## src/rtl/blu_pkg.sv

```systemverilog
// Shared types and constants for the adder issue/retire controller and its
// result buffer.
package blu_pkg;

  localparam int DATA_W = 32;
  localparam int TAG_W  = 4;

  typedef enum logic [1:0] {
    OP_ADD = 2'b00,
    OP_SUB = 2'b01,
    OP_ADC = 2'b10,
    OP_SBB = 2'b11
  } op_e;

  // One buffered result; flags are resolved before the entry is written.
  typedef struct packed {
    logic [DATA_W-1:0] sum;
    logic              co;
    logic              ovf;
    logic              zero;
    logic              neg;
    logic [TAG_W-1:0]  tag;
  } res_t;

  // Side-band that travels alongside an operation through the adder.
  typedef struct packed {
    logic             valid;
    logic [TAG_W-1:0] tag;
    logic             a_sign;
    logic             b_sign;
  } sb_t;

  // Two's-complement overflow from the operand signs seen by the adder.
  function automatic logic calc_ovf(input logic a_sign,
                                    input logic b_sign,
                                    input logic s_sign);
    return (a_sign == b_sign) && (s_sign != a_sign);
  endfunction

endpackage

```

## src/rtl/blu_result_fifo.sv

```systemverilog
// First-word-fall-through result buffer; the head entry is presented
// combinationally and reads as all-zero while the buffer is empty.
module blu_result_fifo
  import blu_pkg::*;
#(
  parameter int DEPTH = 16
) (
  input  logic                         clk,
  input  logic                         rst,
  input  logic                         wr_en,
  input  res_t                         wr_data,
  input  logic                         rd_en,
  output res_t                         rd_data,
  output logic                         empty,
  output logic                         full,
  output logic [$clog2(DEPTH+1)-1:0]   count
);

  localparam int AW = $clog2(DEPTH);
  localparam int CW = $clog2(DEPTH + 1);

  res_t          mem [DEPTH];
  logic [AW-1:0] wr_ptr_reg;
  logic [AW-1:0] rd_ptr_reg;
  logic [CW-1:0] count_reg;
  logic [CW-1:0] count_next;
  logic          do_wr;
  logic          do_rd;

  assign empty = (count_reg == '0);
  assign full  = (count_reg == CW'(DEPTH));
  assign do_wr = wr_en && !full;
  assign do_rd = rd_en && !empty;

  always_ff @(posedge clk) begin
    if (do_wr) begin
      mem[wr_ptr_reg] <= wr_data;
    end
  end

  always_comb begin
    count_next = count_reg;
    if (do_wr && !do_rd) begin
      count_next = count_reg + CW'(1);
    end else if (!do_wr && do_rd) begin
      count_next = count_reg - CW'(1);
    end
  end

  // Pointers are power-of-two wide so they wrap without extra logic.
  always_ff @(posedge clk or posedge rst) begin
    if (rst) begin
      wr_ptr_reg <= '0;
      rd_ptr_reg <= '0;
      count_reg  <= '0;
    end else begin
      if (do_wr) begin
        wr_ptr_reg <= wr_ptr_reg + AW'(1);
      end
      if (do_rd) begin
        rd_ptr_reg <= rd_ptr_reg + AW'(1);
      end
      count_reg <= count_next;
    end
  end

  assign rd_data = empty ? '0 : mem[rd_ptr_reg];
  assign count   = count_reg;

endmodule

```

## src/rtl/blu_add_issue.sv

```systemverilog
// Issue/retire controller for a fixed-latency, non-stallable pipelined adder:
// operand issue, latency-aligned side-band, flag capture and credited buffering.
module blu_add_issue
  import blu_pkg::*;
#(
  parameter int ADD_LAT = 7,
  parameter int DEPTH   = 16
) (
  input  logic              clk,
  input  logic              rst,
  input  logic              in_valid,
  output logic              in_ready,
  input  logic [1:0]        in_op,
  input  logic [DATA_W-1:0] in_a,
  input  logic [DATA_W-1:0] in_b,
  input  logic              in_ci,
  input  logic [TAG_W-1:0]  in_tag,
  output logic [DATA_W-1:0] add_a,
  output logic [DATA_W-1:0] add_b,
  output logic              add_ci,
  input  logic [DATA_W-1:0] add_s,
  input  logic              add_co,
  output logic              out_valid,
  input  logic              out_ready,
  output logic [DATA_W-1:0] out_sum,
  output logic              out_co,
  output logic              out_ovf,
  output logic              out_zero,
  output logic              out_neg,
  output logic [TAG_W-1:0]  out_tag
);

  localparam int CNT_W = $clog2(DEPTH + 1);
  localparam int MSB   = DATA_W - 1;

  op_e               op;
  logic [DATA_W-1:0] b_eff;
  logic              ci_eff;
  logic              issue;
  logic              pop;

  logic [DATA_W-1:0] add_a_reg;
  logic [DATA_W-1:0] add_b_reg;
  logic              add_ci_reg;

  logic [CNT_W-1:0]  credits_reg;
  logic [CNT_W-1:0]  credits_next;
  logic              in_ready_reg;

  sb_t               sb_in;
  sb_t               sb_out;
  res_t              cap_res;
  res_t              head_res;
  logic              fifo_wr;
  logic              fifo_empty;
  logic              fifo_full;
  logic [CNT_W-1:0]  fifo_count;
  logic              unused_fifo_status;

  assign op    = op_e'(in_op);
  assign issue = in_valid && in_ready_reg;
  assign pop   = out_valid && out_ready;

  // Subtraction is A + ~B + carry, so the carry-out reads as "no borrow".
  always_comb begin
    b_eff  = in_b;
    ci_eff = 1'b0;
    case (op)
      OP_ADD: begin b_eff = in_b;  ci_eff = 1'b0;  end
      OP_SUB: begin b_eff = ~in_b; ci_eff = 1'b1;  end
      OP_ADC: begin b_eff = in_b;  ci_eff = in_ci; end
      OP_SBB: begin b_eff = ~in_b; ci_eff = in_ci; end
      default: ;
    endcase
  end

  // Operands only move on a handshake to keep the adder inputs quiet.
  always_ff @(posedge clk or posedge rst) begin
    if (rst) begin
      add_a_reg  <= '0;
      add_b_reg  <= '0;
      add_ci_reg <= 1'b0;
    end else if (issue) begin
      add_a_reg  <= in_a;
      add_b_reg  <= b_eff;
      add_ci_reg <= ci_eff;
    end
  end

  assign add_a  = add_a_reg;
  assign add_b  = add_b_reg;
  assign add_ci = add_ci_reg;

  // One credit per operation from issue until its result is popped.
  always_comb begin
    credits_next = credits_reg;
    if (issue && !pop) begin
      credits_next = credits_reg + CNT_W'(1);
    end else if (!issue && pop) begin
      credits_next = credits_reg - CNT_W'(1);
    end
  end

  // Ready is held low through reset, then follows the credit count a cycle
  // later, so a pop frees a slot only from the following cycle on.
  always_ff @(posedge clk or posedge rst) begin
    if (rst) begin
      credits_reg  <= '0;
      in_ready_reg <= 1'b0;
    end else begin
      credits_reg  <= credits_next;
      in_ready_reg <= (credits_next < CNT_W'(DEPTH));
    end
  end

  assign in_ready = in_ready_reg;

  always_comb begin
    sb_in = '0;
    if (issue) begin
      sb_in.valid  = 1'b1;
      sb_in.tag    = in_tag;
      sb_in.a_sign = in_a[MSB];
      sb_in.b_sign = b_eff[MSB];
    end
  end

  // Stage 0 matches the operand register; the last stage lines up with add_s.
  genvar gi;
  generate
    for (gi = 0; gi <= ADD_LAT; gi++) begin : g_sb
      sb_t stage_reg;
      if (gi == 0) begin : g_head
        always_ff @(posedge clk or posedge rst) begin
          if (rst) begin
            stage_reg <= '0;
          end else begin
            stage_reg <= sb_in;
          end
        end
      end else begin : g_tail
        always_ff @(posedge clk or posedge rst) begin
          if (rst) begin
            stage_reg <= '0;
          end else begin
            stage_reg <= g_sb[gi-1].stage_reg;
          end
        end
      end
    end
  endgenerate

  assign sb_out = g_sb[ADD_LAT].stage_reg;

  always_comb begin
    cap_res      = '0;
    cap_res.sum  = add_s;
    cap_res.co   = add_co;
    cap_res.ovf  = calc_ovf(sb_out.a_sign, sb_out.b_sign, add_s[MSB]);
    cap_res.zero = (add_s == '0);
    cap_res.neg  = add_s[MSB];
    cap_res.tag  = sb_out.tag;
  end

  assign fifo_wr = sb_out.valid;

  blu_result_fifo #(
    .DEPTH (DEPTH)
  ) u_fifo (
    .clk     (clk),
    .rst     (rst),
    .wr_en   (fifo_wr),
    .wr_data (cap_res),
    .rd_en   (pop),
    .rd_data (head_res),
    .empty   (fifo_empty),
    .full    (fifo_full),
    .count   (fifo_count)
  );

  // Credits already bound occupancy; the status outputs are informational.
  assign unused_fifo_status = ^{fifo_full, fifo_count};

  assign out_valid = !fifo_empty;
  assign out_sum   = head_res.sum;
  assign out_co    = head_res.co;
  assign out_ovf   = head_res.ovf;
  assign out_zero  = head_res.zero;
  assign out_neg   = head_res.neg;
  assign out_tag   = head_res.tag;

endmodule

```

## config.mk

```make
export PLATFORM = sky130hd
export DESIGN_NAME = blu_add_issue
export DESIGN_NICKNAME = d
export VERILOG_FILES = /design/src/rtl/blu_pkg.sv /design/src/rtl/blu_result_fifo.sv /design/src/rtl/blu_add_issue.sv
export SDC_FILE = /design/constraint.sdc
export NUM_CORES = 1
export LEC_CHECK = 0
export BUFFER_PORTS_ARGS = -buffer_cell sky130_fd_sc_hd__buf_4
export CORE_UTILIZATION = 60
export CTS_BUF_LIST = sky130_fd_sc_hd__clkbuf_8
export CTS_CLUSTER_DIAMETER = 120
export DETAILED_ROUTE_END_ITERATION = 8
export PLACE_DENSITY = 0.78
export SLEW_MARGIN = 0
export SYNTH_ARGS = -nofsm -noshare
export SYNTH_HDL_FRONTEND = slang
export SYNTH_HIERARCHICAL = 1
export SYNTH_SLANG_ARGS = --single-unit
```

## constraint.sdc

```tcl
create_clock -name clk -period 5.7 [get_ports clk]
set_input_delay 1.14 -clock clk [delete_from_list [all_inputs] [get_ports clk]]
set_output_delay 1.14 -clock clk [all_outputs]
set_load 0.01 [all_outputs]
```

==> flow_summary.toml <==
[run_status]
status = "completed"

[cts]
path_clk_slew_ns = 0.06
cts_buffer_depth = 3
cts_hold_buffers = 0
root_buffer = "clkbuf_8"
post-cts-setup-buffers = 0
cts_resized = 0
cts_tree = "built"
h-tree-depth = 3
clk_latency_ns = 0.71
cts_buffers = 116
cts_sinks = 780

[floorplanning]
ioPinCount = 215
rows = 81
die_area_um2 = 50400
core_area_um2 = 49000
fp.dieH_um = 225
initial_utilization_pct = 60.7
die_w_um = 225

[sta]
drv_slew = 0
hold_violations = 0
fmax_mhz = 218
setup_violations = 0
tns_ns = 0
min_period_over_period_pct = 80.6
rsz0062_at_grt = "false"
finClkSkew_ns = 0.0227
relSlewSlack_pct = 10.0
tightestPinTransition_ns = 1.35
period_minus_slack_ns = 4.59

[cells_and_area]
largest_reg_flops = 640
final_area_um2 = 34400
area_growth_pct = 15.8
num-fill-cells = 2961
fin_util_pct = 70.3
final_nets = 1818
insertedDiodeCount = 0
register_area_um2 = 22700
multi_input_area_um2 = 6670
drive_gt1_share_pct = 34.9
stdcell_count = 2458

[route]
vias = 15000
drtIter0Drc = 1378
dr.pass1.iters = 7
vias_per_cell = 6.08
drt-total-wl_mm = 61.5
wire_per_inst_um = 25.0
drtAntennaViolNets = 0
route.detailed.drc = 0

[global_routing]
antenna_found_initial = 0
grt_overflow_total = 0
use_met1_pct = 34.9
grt_pass1_vias = 15600
grt_util_met2_pct = 40.6
grt.total_usage_pct = 25.3
met3_usage_pct = 5.30
grt_pass1_wl_mm = 92.8
grt_max_degree = 81
grt.busiest_layer = "met2"

[yosys]
avgSynthCellArea_um2 = 21.1
synth_warnings = 6
synth.cell_area_um2 = 29700
syn_nets = 1529
synth_cells = 1407

[run]
maxCapViolations = 0

[min_path]
hold_path.class = "reg2reg"
min_path_cells = 0

[critical_path]
rrSetupSlack_ns = 1.68
arrival_ns = 3.45
criticalPathCategory = "reg2out"
start_kind = "flip-flop"
cp.required_ns = 4.56
ff2ff_path_depth = 13
end_kind = "output port"
critPathMaxFanout = 30

[power]
power_leakage_nw = 12.1
ir_drop_mv = 0.294
powerDensity_nw_per_um2 = 489

[placement]
place_congestion = 0.750
io_buffer_count = 214
dp.final_hpwl_mm = 33.6
placedCellCount = 2242
place_area_um2 = 32200
report_power, final:
part,switching (mW),leakage [nW],internal (mW)
clock network,2.04,1.29,2.26
logic,2.49,3.32,2.58
registers,0.531,7.52,6.93
layer usage:
metal	up-vias	wire length, µm
li1	6299	-
met1	7829	24200
met2	734	30500
met3	89	5440
met4	0	1330
met5	-	0
worst max-delay path, stage by stage, from the launching register on:
cell     delay, ns
dfrtp_4       0.85
buf_4         0.52
mux4_2        0.57
mux2_2        0.28
a221o_1       0.33
buf_4         0.16
path summary, 6_finish.rpt:
| kind | startpoint | endpoint |
|---|---|---|
| max in group asynchronous | rst | credits_reg[1]$_DFFE_PP0P_ |
| max reg2reg | u_fifo/count[0]$_DFFE_PP0P_ | u_fifo/count[4]$_DFFE_PP0P_ |
| min in group asynchronous | rst | u_fifo/count[1]$_DFFE_PP0P_ |
| max | u_fifo/rd_ptr_reg[0]$_DFFE_PP0P_ | out_sum[11] |
| min reg2reg | g_sb[5].stage_reg[3]$_DFF_PP0_ | g_sb[6].stage_reg[3]$_DFF_PP0_ |
| min | g_sb[5].stage_reg[3]$_DFF_PP0_ | g_sb[6].stage_reg[3]$_DFF_PP0_ |
cells in the final DEF, fill, tap and decap left out, types with 2 or more instances in the layout:
cell type	instances
o21ai_0	16
o21ai_1	23
xnor2_1	38
clkinvlp_4	5
a21o_1	4
nand2_1	47
buf_4	240
nand3_1	2
and3_1	6
buf_12	4
mux2i_1	4
nor2_1	8
clkinv_2	13
nand2b_1	3
ha_1	13
bufinv_16	5
a21oi_1	2
inv_1	51
mux2_1	29
nor4_1	10
dfrtp_1	137
mux4_2	160
clkinv_1	26
nor3_2	4
clkbuf_8	126
nand4_1	3
a22oi_1	2
dfrtp_4	3
nor2_4	13
nor3b_1	2
a21boi_1	2
nor2b_1	42
a221o_1	41
mux2_2	44
edfxtp_1	640
xor2_1	4
o31ai_1	2
layout make-up:
type | count | share of cell area [%]
clock inverter | 90 | 1.48
clock buffer | 126 | 5.04
multi-input combinational | 541 | 19.4
inverter | 13 | 0.149
tap | 664 | 2.41
sequential | 780 | 66.1
timing repair buffer | 244 | 5.47
through the flow:
| step | power [mW] | worst slack, ns | hold slack (ns) |
|---|---|---|---|
| floorplan | 10.7 | 1.18 | 0.331 |
| global placement | 12.5 | 1.67 | 0.332 |
| detailed placement | 12.7 | 1.60 | 0.336 |
| CTS | 17.0 | 1.00 | 0.347 |
| global route | 17.6 | 0.889 | 0.354 |
| finish | 16.8 | 1.11 | 0.342 |
(Power assumes the default switching activity.)
